--- src/rtl/keypad_scanner_pkg.sv ---
// Shared definitions for the keypad scanner: matrix geometry, frame-result and debounce-state
// encodings, and small helpers for collapsing per-column row samples into a frame result.
package keypad_scanner_pkg;

  localparam int unsigned N_ROWS = 4;
  localparam int unsigned N_COLS = 4;
  localparam int unsigned KEY_W  = 4;

  typedef enum logic [1:0] {
    ResNone   = 2'd0,
    ResSingle = 2'd1,
    ResMulti  = 2'd2
  } frame_res_e;

  typedef enum logic [1:0] {
    StIdle    = 2'd0,
    StPressDb = 2'd1,
    StPressed = 2'd2,
    StRelDb   = 2'd3
  } db_state_e;

  // Running key count for a frame, saturating at 2 (anything above one key is MULTI).
  function automatic logic [1:0] add_sat(input logic [1:0] acc, input logic [N_ROWS-1:0] rows);
    int unsigned n;
    n = int'(acc);
    for (int i = 0; i < N_ROWS; i++) begin
      n += int'(rows[i]);
    end
    return (n > 2) ? 2'd2 : 2'(n);
  endfunction

  function automatic logic [1:0] first_row(input logic [N_ROWS-1:0] rows);
    logic [1:0] idx;
    idx = '0;
    for (int i = N_ROWS - 1; i >= 0; i--) begin
      if (rows[i]) idx = 2'(i);
    end
    return idx;
  endfunction

endpackage

--- src/rtl/keypad_scanner_debounce.sv ---
// Per-frame press/release debouncer with a single-entry valid/ack event register.
// Evaluated once per frame end; emitted events land one cycle after the frame-end sample.
module keypad_scanner_debounce
  import keypad_scanner_pkg::*;
#(
  parameter int unsigned DEBOUNCE_SCANS = 4
) (
  input  logic             i_clk,
  input  logic             i_rst,
  input  logic             i_frame_end,
  input  frame_res_e       i_res,
  input  logic [KEY_W-1:0] i_code,
  input  logic             i_key_ack,
  output logic [KEY_W-1:0] o_key_code,
  output logic             o_key_valid,
  output logic             o_key_down,
  output logic             o_overrun
);

  localparam int unsigned    DCNT_W      = $clog2(DEBOUNCE_SCANS + 1);
  localparam logic [DCNT_W-1:0] DCNT_MAX = {DCNT_W{1'b1}};
  localparam logic [DCNT_W-1:0] DCNT_HIT = DCNT_W'(DEBOUNCE_SCANS);
  localparam logic [DCNT_W-1:0] DCNT_ONE = DCNT_W'(1);
  localparam bit             SINGLE_SCAN = (DEBOUNCE_SCANS == 1);

  db_state_e         r_state;
  logic [DCNT_W-1:0] r_dcnt;
  logic [KEY_W-1:0]  r_cand;
  logic [KEY_W-1:0]  r_key_code;
  logic              r_key_valid;
  logic              r_key_down;
  logic              r_overrun;

  logic [DCNT_W-1:0] w_dcnt_inc;
  logic              w_hit;
  logic              w_match;
  logic              w_emit;

  assign w_dcnt_inc = (r_dcnt == DCNT_MAX) ? r_dcnt : r_dcnt + DCNT_ONE;
  assign w_hit      = (w_dcnt_inc == DCNT_HIT);
  assign w_match    = (i_res == ResSingle) && (i_code == r_cand);
  // Both emitting paths only fire on SINGLE(i_code), so i_code is the code to deliver.
  assign w_emit     = i_frame_end &&
                      (((r_state == StIdle) && (i_res == ResSingle) && SINGLE_SCAN) ||
                       ((r_state == StPressDb) && w_match && w_hit));

  always_ff @(posedge i_clk) begin
    if (i_rst) begin
      r_state     <= StIdle;
      r_dcnt      <= '0;
      r_cand      <= '0;
      r_key_code  <= '0;
      r_key_valid <= 1'b0;
      r_key_down  <= 1'b0;
      r_overrun   <= 1'b0;
    end else begin
      if (w_emit) begin
        if (!r_key_valid || i_key_ack) begin
          r_key_code  <= i_code;
          r_key_valid <= 1'b1;
        end else begin
          r_overrun <= 1'b1;
        end
      end else if (r_key_valid && i_key_ack) begin
        r_key_valid <= 1'b0;
      end

      if (i_frame_end) begin
        unique case (r_state)
          StIdle: begin
            if (i_res == ResSingle) begin
              r_cand <= i_code;
              if (SINGLE_SCAN) begin
                r_state    <= StPressed;
                r_key_down <= 1'b1;
                r_dcnt     <= '0;
              end else begin
                r_state <= StPressDb;
                r_dcnt  <= DCNT_ONE;
              end
            end
          end
          StPressDb: begin
            if (w_match) begin
              if (w_hit) begin
                r_state    <= StPressed;
                r_key_down <= 1'b1;
                r_dcnt     <= '0;
              end else begin
                r_dcnt <= w_dcnt_inc;
              end
            end else if (i_res == ResSingle) begin
              r_cand <= i_code;
              r_dcnt <= DCNT_ONE;
            end else begin
              r_state <= StIdle;
              r_dcnt  <= '0;
            end
          end
          StPressed: begin
            if (i_res == ResNone) begin
              if (SINGLE_SCAN) begin
                r_state    <= StIdle;
                r_key_down <= 1'b0;
                r_dcnt     <= '0;
              end else begin
                r_state <= StRelDb;
                r_dcnt  <= DCNT_ONE;
              end
            end
          end
          StRelDb: begin
            // MULTI counts as still held so a ghosted frame cannot release the key.
            if (i_res == ResNone) begin
              if (w_hit) begin
                r_state    <= StIdle;
                r_key_down <= 1'b0;
                r_dcnt     <= '0;
              end else begin
                r_dcnt <= w_dcnt_inc;
              end
            end else begin
              r_state <= StPressed;
              r_dcnt  <= '0;
            end
          end
          default: begin
            r_state <= StIdle;
            r_dcnt  <= '0;
          end
        endcase
      end
    end
  end

  assign o_key_code  = r_key_code;
  assign o_key_valid = r_key_valid;
  assign o_key_down  = r_key_down;
  assign o_overrun   = r_overrun;

endmodule

--- src/rtl/keypad_scanner.sv ---
// 4x4 matrix keypad scanner: strobes one active-low column per slot, samples synchronised rows at
// the end of each slot, folds four slots into a frame result and hands it to the debouncer.
module keypad_scanner
  import keypad_scanner_pkg::*;
#(
  parameter int unsigned SCAN_DIV       = 16384,
  parameter int unsigned DEBOUNCE_SCANS = 4
) (
  input  logic              i_clk,
  input  logic              i_rst,
  output logic [N_COLS-1:0] o_col_n,
  input  logic [N_ROWS-1:0] i_row_n,
  output logic [KEY_W-1:0]  o_key_code,
  output logic              o_key_valid,
  input  logic              i_key_ack,
  output logic              o_key_down,
  output logic              o_overrun
);

  localparam int unsigned        SLOT_W    = $clog2(SCAN_DIV);
  localparam logic [SLOT_W-1:0]  SLOT_LAST = SLOT_W'(SCAN_DIV - 1);
  localparam logic [SLOT_W-1:0]  SLOT_ONE  = SLOT_W'(1);

  logic [N_ROWS-1:0] r_row_meta;
  logic [N_ROWS-1:0] r_row_sync;
  logic [SLOT_W-1:0] r_slot;
  logic [1:0]        r_col;
  logic [N_COLS-1:0] r_col_n;
  logic [1:0]        r_acc_cnt;
  logic [KEY_W-1:0]  r_acc_code;

  logic              w_sample;
  logic              w_frame_end;
  logic [N_ROWS-1:0] w_rows_low;
  logic [1:0]        w_cnt;
  logic [KEY_W-1:0]  w_code;
  frame_res_e        w_res;

  assign w_sample    = (r_slot == SLOT_LAST);
  assign w_frame_end = w_sample && (r_col == 2'd3);
  assign w_rows_low  = ~r_row_sync;
  assign w_cnt       = add_sat(r_acc_cnt, w_rows_low);
  // The code only matters when the frame holds exactly one key; it comes from whichever
  // slot saw it first.
  assign w_code      = (r_acc_cnt != 2'd0) ? r_acc_code : {first_row(w_rows_low), r_col};

  always_comb begin
    w_res = ResMulti;
    if (w_cnt == 2'd0) begin
      w_res = ResNone;
    end else if (w_cnt == 2'd1) begin
      w_res = ResSingle;
    end
  end

  always_ff @(posedge i_clk) begin
    if (i_rst) begin
      r_row_meta <= '1;
      r_row_sync <= '1;
      r_slot     <= '0;
      r_col      <= '0;
      r_col_n    <= 4'b1110;
      r_acc_cnt  <= '0;
      r_acc_code <= '0;
    end else begin
      r_row_meta <= i_row_n;
      r_row_sync <= r_row_meta;
      if (w_sample) begin
        r_slot  <= '0;
        r_col   <= r_col + 2'd1;
        r_col_n <= {r_col_n[N_COLS-2:0], r_col_n[N_COLS-1]};
        if (w_frame_end) begin
          r_acc_cnt  <= '0;
          r_acc_code <= '0;
        end else begin
          r_acc_cnt  <= w_cnt;
          r_acc_code <= w_code;
        end
      end else begin
        r_slot <= r_slot + SLOT_ONE;
      end
    end
  end

  assign o_col_n = r_col_n;

  keypad_scanner_debounce #(
    .DEBOUNCE_SCANS (DEBOUNCE_SCANS)
  ) u_debounce (
    .i_clk       (i_clk),
    .i_rst       (i_rst),
    .i_frame_end (w_frame_end),
    .i_res       (w_res),
    .i_code      (w_code),
    .i_key_ack   (i_key_ack),
    .o_key_code  (o_key_code),
    .o_key_valid (o_key_valid),
    .o_key_down  (o_key_down),
    .o_overrun   (o_overrun)
  );

endmodule

--- config.mk ---
export PLATFORM = sky130hd
export DESIGN_NAME = keypad_scanner
export DESIGN_NICKNAME = d
export VERILOG_FILES = /design/src/rtl/keypad_scanner_pkg.sv /design/src/rtl/keypad_scanner_debounce.sv /design/src/rtl/keypad_scanner.sv
export SDC_FILE = /design/constraint.sdc
export NUM_CORES = 1
export LEC_CHECK = 0
export BUFFER_PORTS_ARGS = -buffer_cell sky130_fd_sc_hd__clkbuf_2
export CAP_MARGIN = 20
export CORE_ASPECT_RATIO = 0.9
export CORE_MARGIN = 4
export CORE_UTILIZATION = 36
export CTS_CLUSTER_SIZE = 25
export DETAILED_ROUTE_END_ITERATION = 8
export GPL_TIMING_DRIVEN = 0
export PLACE_DENSITY_LB_ADDON = 0.25
export SETUP_SLACK_MARGIN = 0.02
export SYNTH_ARGS = -nofsm -noshare
export SYNTH_HDL_FRONTEND = slang
export SYNTH_HIERARCHICAL = 1
export SYNTH_SLANG_ARGS = --single-unit
--- constraint.sdc ---
create_clock -name i_clk -period 8.1 [get_ports i_clk]
set_clock_uncertainty 0.15 [all_clocks]
set_input_delay 0.405 -clock i_clk [delete_from_list [all_inputs] [get_ports i_clk]]
set_output_delay 0.405 -clock i_clk [all_outputs]
set_load 0.03 [all_outputs]
; After elaboration in Yosys (flattened, before gate mapping)
; Index checks and enable logic that the tools add are counted.
[totals]
input_bits = 7
out_inout_bits = 11
regBits = 50
elab_cells = 105
[classes]
eq_ne = 21
n_lt_le_gt_ge = 1
muxes = 37
addsub = 7
n_reduce_logical = 23
bitwise_logic = 2
[op_table]
columns = cell, count
row1 = two-way mux 2 bit, 15
row2 = two-way mux 3 bit, 6
row3 = two-way mux 4 bit, 4
row4 = adder 14 x 1 -> 14 bit (second input constant), 1
row5 = equality test 14 bit (second input constant), 1
row6 = one-hot mux 3 bit (4 select lines), 1
row7 = AND reduction 6 bit, 2
row8 = inequality test 2 x 1 -> 1 bit (second input constant), 5
row9 = inequality test 3 x 2 -> 1 bit (second input constant), 3
row10 = two-way mux 1 bit, 8
row11 = one-hot mux 2 bit (4 select lines), 1
row12 = one-hot mux 4 bit (2 select lines), 1
row13 = nonzero test 2 bit, 4
row14 = adder 5 x 1 -> 6 bit, 1
row15 = equality test 2 x 1 -> 1 bit (second input constant), 3
row16 = equality test 2 bit (second input constant), 3
row17 = equality test 3 bit (second input constant), 2
row18 = greater-than comparator 6 x 2 -> 1 bit (second input constant), 1
row19 = logical AND 1 bit, 6
row20 = zero test 2 bit, 3
row21 = inequality test 2 bit (second input constant), 3
row22 = AND reduction 2 bit, 3
row23 = AND reduction 3 bit, 2
row24 = adder 4 x 1 -> 5 bit, 1
row25 = 11 further kinds, 11

; Longest topological paths before layout
; Gate-level depths: netlist (run 1).
[logic_depth]
depth_word = 17
mapped_depth = 12

; Modules after synthesis
; The synthesis (run 1) kept the hierarchy.
[by_module_without_submodules]
columns = mod, cells_per_inst, seq_area_each_um2, area_per_inst_um2, instances
row1 = keypad_scanner, 160, 680.7, 1463.9, 1
row2 = keypad_scanner_debounce, 108, 320.3, 948.4, 1

; Least setup slack after synthesis (run 1)
; Ideal clock, no wire load.
[synth_timing]
path_kind = register to register
start = register r_acc_cnt[0]
end = register u_debounce.r_cand[2]
path_buffers = 0
setup_slack_ns = 4.906
setup_time_ns = 0.125
period_less_slack_ns = 3.194
arrival_time_ns = 2.919
stages_incl_launch_ff = 13
cell_sequence = dfxtp_1 > inv_1 > fa_1 > inv_1 > fa_1 > fa_1 > nor2_1 > and2_1 > nor3b_1 > nand2_1 > a31oi_1 > mux2i_1 > nor2_1
[synth_between]
elab_chain_len = 13
elab_cells_between_ends = 20
classes_between = 4 x add/sub / 1 x order compare / 4 x eq/ne / 7 x mux / 4 x reduce/logical
[synth_rtl]
columns = element, line
row1 = from (decl), keypad_scanner.sv:29  ; logic [1:0] r_acc_cnt;
row2 = from (signal assigned), keypad_scanner.sv:76  ; r_acc_cnt <= w_cnt;
row3 = adder 2 x 1 -> 3 bit (*), keypad_scanner_pkg.sv:27  ; n += int'(rows[i]);
row4 = adder 3 x 1 -> 4 bit (*), keypad_scanner_pkg.sv:27
row5 = adder 4 x 1 -> 5 bit (*), keypad_scanner_pkg.sv:27
row6 = adder 5 x 1 -> 6 bit (*), keypad_scanner_pkg.sv:27
row7 = greater-than comparator 6 x 2 -> 1 bit, keypad_scanner_pkg.sv:29  ; return (n > 2) ? 2'd2 : 2'(n);
row8 = two-way mux 2 bit (*), keypad_scanner_pkg.sv:29
row9 = equality test 2 x 1 -> 1 bit, keypad_scanner.sv:51  ; end else if (w_cnt == 2'd1) begin
row10 = two-way mux 2 bit, keypad_scanner.sv:51
row11 = two-way mux 2 bit (*), keypad_scanner.sv:49  ; if (w_cnt == 2'd0) begin
row12 = via w_res[0], keypad_scanner.sv:37  ; frame_res_e w_res;
row13 = equality test 2 x 1 -> 1 bit (*), "keypad_scanner_debounce.sv:41, keypad_scanner_debounce.sv:71, keypad_scanner_debounce.sv:92"
row14 = two-way mux 4 bit or logical AND 1 bit (tied branches), "keypad_scanner_debounce.sv:71, keypad_scanner_debounce.sv:92, keypad_scanner_debounce.sv:41"
row15 = two-way mux 4 bit or inequality test 2 bit (tied branches), -
row16 = one-hot mux 4 bit (2 select lines) or AND reduction 3 bit (tied branches), -
row17 = to (signal assigned), keypad_scanner_debounce.sv:72  ; r_cand <= i_code;
row18 = to (signal assigned), keypad_scanner_debounce.sv:93  ; r_cand <= i_code;
row19 = to (decl), keypad_scanner_debounce.sv:28  ; logic [KEY_W-1:0] r_cand;
; The timed path passes the listed nets; every way through them passes the cells marked *. The select of a mux whose other input is x is not followed.
; A chain may end at the register's enable or synchronous reset.

; Worst setup path after layout (run 1)
; Same ends and word-level chain as after synthesis.

==> results of run 1 <==
==> stage by stage <==
step,instances,util,power [mW],instance area [sq um],hold WS [ns]
CTS,383,0.413,0.441,2700,0.115
global route,383,0.413,0.455,2700,0.117
finish,383,0.413,0.433,2700,0.128
floorplan,268,-,0.280,2410,0.239
detailed placement,375,0.398,0.288,2610,0.244
global placement,375,0.398,0.287,2610,0.242
==> cells by family after synthesis <==
| family | synth area share |
|---|---|
| multiplexers | 0.0482 |
| AND/OR/NAND/NOR | 0.281 |
| adder cells (fa/ha/maj) | 0.0405 |
| flip-flops | 0.415 |
| AO/OA/AOI/OAI | 0.101 |
| XOR/XNOR | 0.0690 |
| buffers and inverters | 0.0456 |
==> worst register-to-register path: cells and delay by family, from the launching register on <==
kind / cells / cell delay [ns]
adder cells (fa/ha/maj): 3 / 1.31
AND/OR/NAND/NOR: 5 / 1.10
flip-flops: 1 / 0.42
AO/OA/AOI/OAI: 1 / 0.23
multiplexers: 1 / 0.20
buffers and inverters: 2 / 0.13
==> sequential cells by signal, indices dropped and copies added (netlist names), 3 cells and up <==
register,flops
u_debounce/r_dcnt,3
u_debounce/r_cand,4
r_row_meta,4
r_slot,14
o_col_n,4
r_acc_code,4
r_row_sync,4
u_debounce/o_key_code,4
==> per-layer routing <==
layer  vias to the layer above  routed length (microns)
li1                        960                        -
met1                       857                     2230
met2                        12                     2210
met3                         5                      106
met4                         0                       48
met5                         -                        0
==> placed cells by master, fill, tap and decap left out, types with 2 or more instances in the layout <==
cell,n
and2_1,3
nand4_1,4
nor3b_1,4
xor2_1,7
or3_1,2
nor4_1,3
nand3b_1,7
or2_2,8
nand2_1,33
clkbuf_2,17
clkbuf_1,3
nand3_1,9
buf_6,3
clkbuf_8,5
dfxtp_1,50
inv_1,11
a21oi_1,18
fa_1,3
nand2b_1,3
mux2i_1,6
o21a_1,3
buf_2,3
o21ai_0,5
ha_1,3
nor2_1,30
mux2_2,3
nor3_1,4
xnor2_1,12
==> power groups by stage <==
stage / Sequential [mW] / Clock [mW] / Combinational (mW)
after detailed placement: 0.257 / 0 / 0.0307
after CTS: 0.251 / 0.159 / 0.0308
after global routing: 0.252 / 0.169 / 0.0341
after floorplan: 0.257 / 0 / 0.0231
after global placement: 0.257 / 0 / 0.0304
final: 0.251 / 0.151 / 0.0304
==> area by class of cell <==
type / instances / area, sq um
clock inverters: 3 / 25.0
inverters: 11 / 41.3
multi-input cells: 197 / 1300
clock buffers: 5 / 68.8
flip-flops and latches: 50 / 1000
plain buffers: 10 / 68.8
repair buffers: 17 / 85.1
fillers: 698 / 3850
well taps: 90 / 113
==> path summary, 6_finish.rpt <==
path | end | slack [ns] | depth (start not counted)
min | r_row_meta[3] | 0.13 | 2
max | u_debounce/r_cand[2] | 4.45 | 12
min reg2reg | r_row_sync[2] | 0.27 | 1
max reg2reg | u_debounce/r_cand[2] | 4.45 | 12
==> impl_summary.txt, run 1 <==
----------------------------------------------------
[Clock network]
  Clk buf depth ... 2
  Insertion delay to the later sink of the worst-skew pair ... 0.31 ns
  Clock root buffer master ... clkbuf_8
  Clock buffer count from CTS ... 5
  CTS resizes ... 0
  CTS tree ... built
  Clock-pin slew reported for the worst setup and hold paths after clock tree synthesis ... ~0.10 ns
  Clock sinks ... 50
  Post-CTS Repair Setup Buffers ... 0
  Count of hold buffers inserted by post-cts repair ... 0
  Deepest level of the CTS H-tree ... 2

[Die]
  Die Height ... 85.7 microns
  Io pins ... 18
  Chip width ... between 90 and 100 microns
  Total Die Area ... 8080 sq um
  CORE AREA ... 6550 sq um
  Starting density of the core ... 0.368
  Row count ... 28

[Synth]
  Area share of the largest cell type after synthesis ... 0.415
  Top cells by area, synth ... dfxtp_1, nand2_1, nor2_1
  Fraction of registers with async set or reset after synthesis ... 0
  Mean post-synth cell area ... 9.00 sq um
  Most common cell in the synthesized netlist ... dfxtp_1
  Synthesized netlist net count ... ~280
  Post-synthesis instance total ... 268
  Post-Syn Area ... between 2000 and 2500 sq um
  Number of warnings reported in the yosys synthesis log ... 6
  Seq/Total Area, Yosys ... 0.415
  Count of flip-flops with a built-in enable after synthesis ... 0
  Most common flop cell mapped by yosys ... dfxtp_1
  Biggest area consumer among synthesized cells ... dfxtp_1
  Synth top cells by count ... dfxtp_1, nand2_1, nor2_1
  Number of synthesized register bits ... 50
  Cell variety after synth ... 54

[Power and ir drop]
  Maximum ir drop on the vdd rail ... 0.0655 mV
  Leak Pwr ... 1.08 nW
  Clock power frac ... 0.349
  Switching Fraction ... 0.253
  Relative contribution of sequential cells to total power ... 0.581
  Power Density ... approximately 160 nW/um^2
  Part of the total power dissipated in combinational logic ... 0.070
  Cell internal power dissipation ... 324 uW
  Switch Pwr ... 109 uW

[Route]
  ANT nets after route ... 0
  DRT Pass-1 Iters ... 4
  Vias per Instance ... 4.79
  Via count ... 1834
  Number of remaining DRC errors ... 0
  Final routed wirelength across all metal layers ... about 4600 microns
  Post-DR wirelength/cell ... 12.0 microns
  1st-iter DRT viols ... 114

[Global route]
  Gr usage total ... 0.125
  Remaining Overflow, GRT ... 0
  Met1 global-route usage ... 0.159
  Vias in the first global route ... between 1500 and 2000
  Antenna violations before repair ... 0
  Maximum number of pins on one net before global-route repair ... 18
  GR Util met2 ... 0.205
  Most utilized layer in the global route result ... met2
  Global-route wire length before repair ... 8140 microns
  Met3 Track Usage GR ... 0.0368

[Placement]
  Detailed-placement wirelength estimate ... roughly 3400 microns
  Post-place setup slack ... 4.48 ns
  Final estimated routing congestion in global placement ... 0.833
  Count of buffers from port buffering ... 17

[Worst setup path]
  Crit path arrival time ... 3.69 ns
  Type of destination of the critical path ... register
  Cell-by-cell trace of the critical path ... inv_1 > fa_1 > inv_1 > fa_1 > fa_1 > nor2_1 > and2_1 > nor3b_1 > nand2_1 > a31oi_1 > mux2i_1 > nor2_1
  Critical-path cell with the highest stage delay ... fa_1
  Critical path required time ... roughly 8.2 ns
  Worst reg2reg path startpoint ... r_acc_cnt[0]
  Worst setup path start ... r_acc_cnt[0]
  Type of element launching the critical path ... register
  Start-to-end type of the worst setup path ... register to register
  Slowest stage delay, CP ... about 0.50 ns
  Top delay family on crit path ... adder cells
  Worst-path maximum fanout ... 6
  Most frequent cell on the critical path ... fa_1
  Buffers plus inverters on the worst setup path ... 2

[Timing]
  Setup slack of the critical path after layout ... 4.45 ns
  Achievable clock frequency ... 274 MHz
  Shortest clock period the worst path allows after layout ... 3.65 ns
  Hold Violations, Final ... 0
  Tightest slew margin relative to the limit ... 0.602
  Max-slew violation count ... 0
  Post-route setup TNS ... 0 ns
  Slew at the pin closest to its max-slew limit ... 0.591 ns
  Crit share post-route ... 0.450
  Setup violations, final ... 0
  Unrepaired setup endpoints after global routing ... false

[Layout]
  Proportion of layout cells with a drive suffix above 1 ... 0.188
  Net count, final ... just over 300
  Number of antenna repair diodes ... 0
  Post-synthesis to final-layout area growth ... 12.1%

[Worst hold path]
  Type of the most critical hold path ... primary input to register
  Worst Hold Launch ... i_row_n[3]

[Job]
  Max-Cap Viols ... 0

[Status]
  Result of the run ... complete, no violations

----------------------------------------------------
Power figures use the tool's default switching activity.
==> run 2, diff against run 1 <==
Clock period 8.1 ns to 3.2 ns, I/O delays scaled along.
==> run 2 against run 1 <==
The run now ends with setup timing left. Clock power increased to 3.6 times the previous value. Fmax increased by 14%. Sequential share of layout area decreased by 2.3 points. Sequential power increased to 2.5 times the previous value. Critical path type unchanged. Largest power group unchanged.
==> impl_summary.txt, run 2 (synthesis gave the netlist of run 1 again) <==
----------------------------------------------------
[Route]
  Post-DR wirelength/cell ... 11.9 microns (-0.91%)
  Final routed wirelength across all metal layers ... 4660 microns (+1.4%)
  Vias per Instance ... 4.74 (-0.96%)
  Via count ... 1859 (+1.4%)
  ANT nets after route ... 0 (unchanged)
  DRT Pass-1 Iters ... 4 (unchanged)
  1st-iter DRT viols ... 89 (-22%)
  Number of remaining DRC errors ... 0 (unchanged)

[Global route]
  Remaining Overflow, GRT ... 0 (unchanged)
  Maximum number of pins on one net before global-route repair ... 16 (-2)
  Antenna violations before repair ... 0 (unchanged)
  Gr usage total ... 0.125 (-0.000870)
  Vias in the first global route ... 1742 (-0.34%)
  Global-route wire length before repair ... 8050 microns (-1.2%)

[Layout]
  Finished Cell Area ... 2890 sq um (+7.0%)
  Commonest non-fill, non-tap cells in the layout ... dfxtp_1, nand2_1, nor2_1, a21oi_1, clkbuf_2
  Filler instances ... 660 (-5.4%)
  Most flop-heavy register ... r_slot
  Proportion of layout cells with a drive suffix above 1 ... 0.242 (+0.0540)
  Net count, final ... 314 (+3.0%)
  Flip-flop count of the largest register, all copies and words added ... 14 (unchanged)
  Most frequent standard cell in the layout excluding fill and tap cells ... dfxtp_1
  Final standard cell utilization of the core ... 0.442 (+0.0290)
  Number of antenna repair diodes ... 0 (unchanged)
  Post-synthesis to final-layout area growth ... 20.0%

[Clock network]
  Clock buffer count from CTS ... 5 (unchanged)
  Clk buf depth ... 2 (unchanged)
  Clock sinks ... 50 (unchanged)
  Insertion delay to the later sink of the worst-skew pair ... 0.32 ns (about the same)
  CTS tree ... built
  Clock-pin slew reported for the worst setup and hold paths after clock tree synthesis ... 0.10 ns (about the same)
  Deepest level of the CTS H-tree ... 2 (unchanged)
  Clock root buffer master ... clkbuf_8

[Placement]
  Instance area after placement ... 2620 sq um (+0.29%)
  Final estimated routing congestion in global placement ... 0.828 (-0.68%)
  Detailed-placement wirelength estimate ... 3320 microns (-0.82%)
  Count of buffers from port buffering ... 17 (unchanged)

[Job]
  Max-Cap Viols ... 0 (unchanged)

[Status]
  Result of the run ... finished with violations
  Failing checks ... setup timing

[Power and ir drop]
  Maximum ir drop on the vdd rail ... 0.161 mV (+150%)
  Switching Fraction ... 0.214 (-0.0389)
  Clock power frac ... 0.427 (+0.078)
  Leak Pwr ... 1.18 nW (+9.2%)
  Relative contribution of sequential cells to total power ... 0.494 (-0.087)
  Part of the total power dissipated in combinational logic ... 0.079 (+0.009)
  Final Power ... 1.29 mW (+200%)
  Switch Pwr ... 275 uW (+150%)
  Cell internal power dissipation ... 1.01 mW (+210%)
  Power Density ... 445 nW/um^2 (+180%)

[Timing]
  Crit share post-route ... 1.00 (+0.550)
  Slew at the pin closest to its max-slew limit ... 0.443 ns (-0.148 ns)
  Hold Violations, Final ... 0 (unchanged)
  Post-Route Hold Slack ... 0.0134 ns (-0.114 ns)
  Tightest slew margin relative to the limit ... 0.705 (+0.102)
  Setup slack of the critical path after layout ... -0.00102 ns (-4.45 ns)
  Max-slew violation count ... 0 (unchanged)
  Achievable clock frequency ... 312 MHz (+14%)
  Shortest clock period the worst path allows after layout ... 3.20 ns (-0.445 ns)
  Setup violations, final ... 1 (+1)
  Unrepaired setup endpoints after global routing ... true

[Worst hold path]
  Hold Path Cell Cnt ... 2 (unchanged)
  Type of the most critical hold path ... primary input to register
  Hold Path Sink ... r_row_sync[0]
  Worst Hold Launch ... i_rst

[Worst setup path]
  Type of destination of the critical path ... register
  Type of element launching the critical path ... register
  Worst-path maximum fanout ... 6 (unchanged)
  Reg-to-reg critical path endpoint ... u_debounce/r_state[0]
  Start-to-end type of the worst setup path ... register to register
  Worst reg2reg path depth ... 11 (-1)
  Worst setup slack for register-to-register paths ... -0.001 ns (-4.45 ns)
  Worst reg2reg path startpoint ... r_row_sync[0]
  Crit path arrival time ... 3.30 ns (-0.39 ns)
  Critical path required time ... 3.30 ns (-4.85 ns)

[Die]
  Chip width ... 94.3 microns (unchanged)
  Starting density of the core ... 0.368 (unchanged)
  Row count ... 28 (unchanged)
  Total Die Area ... 8080 sq um (unchanged)
  Io pins ... 18 (unchanged)
  Die Height ... 85.7 microns (unchanged)
  CORE AREA ... 6550 sq um (unchanged)

----------------------------------------------------
-- run 2: changes by cell type in the layout (fill, tap and decap cells not counted), sizes merged --
cell | previous run | this run
clkinvlp | 1 | 0
dlygate4sd3 | 0 | 4
inv | 12 | 11
clkinv | 1 | 0
bufinv | 0 | 2
buf | 6 | 11
clkbuf | 25 | 26
-- run 2: power by group through the flow --
stage / Clock, mW / Combinational (mW) / Sequential [mW]
floorplan: 0 / 0.0612 / 0.649
global route: 0.590 / 0.113 / 0.638
finish: 0.550 / 0.102 / 0.636
CTS: 0.567 / 0.0934 / 0.637
global placement: 0 / 0.0800 / 0.651
detailed placement: 0 / 0.0797 / 0.651
-- run 2: per-layer routing --
metal  routed length, microns  part of all wire  GRT usage
met2                     2200              0.47      0.200
met5                        0                 0          0
met1                     2290              0.49      0.158
met3                      124             0.027     0.0395
met4                       48             0.010     0.0420
-- run 2: area by class of cell --
| type | count | area [sq um] | share of cell area |
|---|---|---|---|
| multi-input cells | 197 | 1360 | 0.471 |
| flip-flops and latches | 50 | 1000 | 0.347 |
| repair buffers | 26 | 163 | 0.0562 |
| well taps | 90 | 113 | 0.0389 |
| clock buffers | 6 | 82.6 | 0.0285 |
| plain buffers | 10 | 68.8 | 0.0238 |
| clock inverters | 2 | 60.1 | 0.0208 |
| inverters | 11 | 41.3 | 0.0143 |
-- run 2: repair_timing --
| action | 4_1_cts | 5_1_grt |
|---|---|---|
| gates resized for setup | 6 | 9 |
| buffers inserted | 4 | 1 |
| pin swaps | 4 | 4 |
| hold endpoints to repair | 4 | 0 |
| hold buffers | 4 | 0 |
| cloned | 0 | 0 |
| endpoints found under the setup margin | 13 | 12 |
-- run 2: stage by stage --
stage / worst slack (ns) / instances / TNS [ns]
finish: -0.00102 / 392 / -0.00102
global route: -0.122 / 392 / -0.892
CTS: 0.0205 / 391 / 0
detailed placement: -0.232 / 375 / -2.19
global placement: -0.202 / 375 / -1.77
floorplan: 0.0707 / 268 / 0
-- run 2: worst max path at each step --
| stage | cells after the start | start | to |
|---|---|---|---|
| 5_1_grt | 11 | r_row_sync[0] | u_debounce/o_key_down |
| 2_1_floorplan | 12 | r_acc_cnt[0] | u_debounce/r_state[0] |
| 3_3_place_gp | 12 | r_acc_cnt[0] | u_debounce/r_state[0] |
| 4_1_cts | 11 | r_row_sync[0] | u_debounce/r_state[0] |
| 3_5_place_dp | 12 | r_acc_cnt[0] | u_debounce/r_state[0] |
| 6_report | 11 | r_row_sync[0] | u_debounce/r_state[0] |
-- run 2: critical path, stage by stage, from the launching register on --
cell	delay, ns
dfxtp_2	0.35
fa_1	0.53
inv_1	0.05
fa_2	0.33
fa_1	0.45
nor2_2	0.18
and2_4	0.20
nor2b_4	0.15
and3_4	0.22
nand3b_4	0.11
a21bo_2	0.22
a211oi_2	0.20
==> run 3, diff against run 2 <==
Settings changed: ABC_AREA from default to 1, CTS_BUF_LIST from default to sky130_fd_sc_hd__clkbuf_8.
==> run 3 against run 2 <==
The flow now finishes without violations. Core utilization is 2.4 points higher. First-iteration DRC count is 7.9% lower. Sequential share of layout area is 2.8 points lower. Routed wire length is 8.3% higher. Cell area is 8.8% higher. Via count is 22% higher. Sequential cell count stayed put. Global-route usage hardly changed. Worst hold slack better by 0.035 ns. Critical path depth is 7 higher. Synthesized cell count is 41% higher. Critical path type unchanged.
==> impl_summary.txt, run 3 <==
----------------------------------------------------
[Synth]
  Biggest area consumer among synthesized cells ... dfxtp_1
  Fraction of registers with async set or reset after synthesis ... 0 (unchanged)
  Area share of fa/ha/maj cells after synthesis ... 0.0378 (-0.00263)
  Mean post-synth cell area ... 6.84 sq um (-24%)
  Simple-gate share of the synthesized area ... 0.388 (+0.107)
  Count of flip-flops with a built-in enable after synthesis ... 0 (unchanged)
  Synth top cells by count ... nand2_1, nor2_1, inv_1
  Cell variety after synth ... 30 (-44%)
  Top cells by area, synth ... dfxtp_1, nand2_1, nor2_1
  Post-synthesis instance total ... 377 (+41%)
  Most common cell in the synthesized netlist ... nand2_1
  Number of synthesized register bits ... 50 (unchanged)
  Number of warnings reported in the yosys synthesis log ... 6 (unchanged)
  Seq/Total Area, Yosys ... 0.388 (-0.0270)
  Dominant combinational cell family by area after synthesis ... simple AND/OR/NAND/NOR gates
  Area share of the largest cell type after synthesis ... 0.388 (-0.0270)
  Multiplexer fraction of the synthesized cell area ... 0 (-0.0482)
  Post-Syn Area ... 2580 sq um (+7.0%)
  Post-synthesis share of cell area spent on xor and xnor gates ... 0.0267 (-0.0423)
  Synthesized netlist net count ... 390 (+39%)
  Most common flop cell mapped by yosys ... dfxtp_1
  Share of the synthesized area in compound gates (AO/OA/AOI/OAI) ... 0.0548 (-0.0458)

[Job]
  Max-Cap Viols ... 0 (unchanged)

[Timing]
  Achievable clock frequency ... 314 MHz (+0.44%)
  Post-Route Hold Slack ... 0.0479 ns (+0.0345 ns)
  Slew at the pin closest to its max-slew limit ... 0.482 ns (+0.0397 ns)
  Hold Violations, Final ... 0 (unchanged)
  Setup violations, final ... 0 (-1)
  Setup slack of the critical path after layout ... 0.0131 ns (+0.0142 ns)
  Crit share post-route ... 0.996 (-0.00442)
  Max-slew violation count ... 0 (unchanged)
  Tightest slew margin relative to the limit ... 0.678 (-0.0268)
  Unrepaired setup endpoints after global routing ... true
  Shortest clock period the worst path allows after layout ... 3.19 ns (-0.0142 ns)
  Post-route setup TNS ... 0 ns (+0.00102 ns)

[Route]
  Number of remaining DRC errors ... 0 (unchanged)
  Final routed wirelength across all metal layers ... 5050 microns (+8.3%)
  1st-iter DRT viols ... 82 (-7.9%)
  Vias per Instance ... 4.46 (-6.0%)
  DRT Pass-1 Iters ... 4 (unchanged)
  Via count ... 2269 (+22%)
  Post-DR wirelength/cell ... 9.92 microns (-17%)
  ANT nets after route ... 0 (unchanged)

[Die]
  Total Die Area ... 8590 sq um (+6.3%)
  Row count ... 28 (unchanged)
  Starting density of the core ... 0.382 (+0.0133)
  Io pins ... 18 (unchanged)
  Die Height ... 88.3 microns (+3.1%)
  Chip width ... 97.2 microns (+3.1%)
  CORE AREA ... 6760 sq um (+3.2%)

[Layout]
  Proportion of layout cells with a drive suffix above 1 ... 0.234 (-0.00783)
  Most flop-heavy register ... r_slot
  Post-synthesis to final-layout area growth ... 22.0%
  Flip-flop count of the largest register, all copies and words added ... 14 (unchanged)
  Most frequent standard cell in the layout excluding fill and tap cells ... nand2_1
  Commonest non-fill, non-tap cells in the layout ... nand2_1, nor2_1, inv_1, dfxtp_1, nand3_1
  Net count, final ... 431 (+37%)
  Number of antenna repair diodes ... 0 (unchanged)

[Worst setup path]
  Crit path arrival time ... 3.28 ns (-0.02 ns)
  Start-to-end type of the worst setup path ... register to register
  Critical path required time ... 3.29 ns (about the same)
  Worst-path maximum fanout ... 8 (+2)
  Type of destination of the critical path ... register
  Type of element launching the critical path ... register

[Worst hold path]
  Type of the most critical hold path ... primary input to register

[Placement]
  Final estimated routing congestion in global placement ... 0.822 (-0.63%)
  Count of buffers from port buffering ... 17 (unchanged)
  Detailed-placement wirelength estimate ... 3580 microns (+7.7%)
  Post-place setup slack ... -0.299 ns (-0.0673 ns)

[Clock network]
  Clock-pin slew reported for the worst setup and hold paths after clock tree synthesis ... 0.09 ns (about the same)
  Clock buffer count from CTS ... 5 (unchanged)
  Insertion delay to the later sink of the worst-skew pair ... 0.30 ns (-0.02 ns)
  Clock root buffer master ... clkbuf_8
  CTS tree ... built
  Clk buf depth ... 2 (unchanged)
  Deepest level of the CTS H-tree ... 2 (unchanged)
  Clock sinks ... 50 (unchanged)

[Global route]
  Vias in the first global route ... 2068 (+19%)
  Antenna violations before repair ... 0 (unchanged)
  Maximum number of pins on one net before global-route repair ... 17 (+1)
  Remaining Overflow, GRT ... 0 (unchanged)
  Global-route wire length before repair ... 8870 microns (+10%)
  Gr usage total ... 0.125 (+0.000310)

[Power and ir drop]
  Leak Pwr ... 1.50 nW (+27%)
  Power Density ... 404 nW/um^2 (-9.2%)
  Maximum ir drop on the vdd rail ... 0.214 mV (+33%)

[Status]
  Result of the run ... complete, no violations

----------------------------------------------------
run 3: cell types whose count changed after synthesis, sizes merged, moves of 4 or more:
cell / before / now
mux2i: 7 / 0
nand2: 34 / 112
nand2b: 4 / 0
xnor2: 12 / 4
nand3b: 8 / 3
nand3: 9 / 25
nor3: 4 / 0
nor2: 31 / 71
and2: 4 / 0
xor2: 7 / 3
inv: 11 / 58
nor3b: 4 / 0
run 3: where the power goes:
group          switching (mW)  total (mW)  internal, mW
combinational          0.0582       0.109        0.0508
clock                   0.217       0.530         0.313
sequential            0.00414       0.634         0.630
run 3: area by class of cell:
class,count,area (sq um)
Buffer,6,51.3
Clock buffer,5,68.8
Clock inverter,3,68.8
Fill cell,678,3610
Inverter,58,220
Multi-Input combinational cell,263,1400
Sequential cell,50,1000
Tap cell,90,113
Timing Repair Buffer,34,225
run 3: critical path: stages, from the launching register on:
cell     delay, ns
dfxtp_2       0.34
inv_2         0.04
fa_1          0.51
inv_2         0.04
fa_2          0.32
fa_1          0.43
nor2_1        0.15
inv_2         0.07
nor2_4        0.11
inv_2         0.06
nor2_4        0.11
nand3_2       0.09
nor2_4        0.12
nand2_1       0.08
nand2_2       0.10
o21ai_4       0.12
nand3_1       0.12
nand2_1       0.05
nor2_1        0.09
run 3: routing by layer:
metal	up-vias	wire length, microns	global-route usage
met5	-	0	0
met4	0	43	0.0415
met3	4	182	0.0268
met2	24	2320	0.216
met1	1012	2510	0.158
li1	1229	-	-
run 3: cells by family (layout without fill, tap and decap cells):
family | after synthesis | after routing
adders and majority gates | 6 | 6
and+or+nand+nor | 224 | 224
DFF | 50 | 50
AOI/OAI and AO/OA | 26 | 26
buffers and inverters | 64 | 106
xor gates and xnor gates | 7 | 7
run 3: worst paths after layout:
kind	from	end	slack, ns	cells after the start
min	i_key_ack	u_debounce/o_key_valid	0.05	4
max reg2reg	r_acc_cnt[0]	u_debounce/r_cand[1]	0.01	18
max	r_acc_cnt[0]	u_debounce/r_cand[1]	0.01	18
min reg2reg	r_row_meta[3]	r_row_sync[3]	0.27	1
run 3: per-stage QoR:
step	util	cells	total power, mW	instance area, sq um
after floorplan	-	377	0.702	2580
after global placement	0.411	484	0.719	2780
after detailed placement	0.411	484	0.720	2780
after CTS	0.454	508	1.29	3070
after global routing	0.466	509	1.33	3150
final	0.466	509	1.27	3150
run 3: timing repair:
action | CTS | global route
hold buffers | 5 | 0
setup endpoints to repair | 16 | 15
pin swaps | 7 | 9
resized for setup | 13 | 19
setup buffers | 11 | 1
endpoints found under the hold margin | 6 | 0
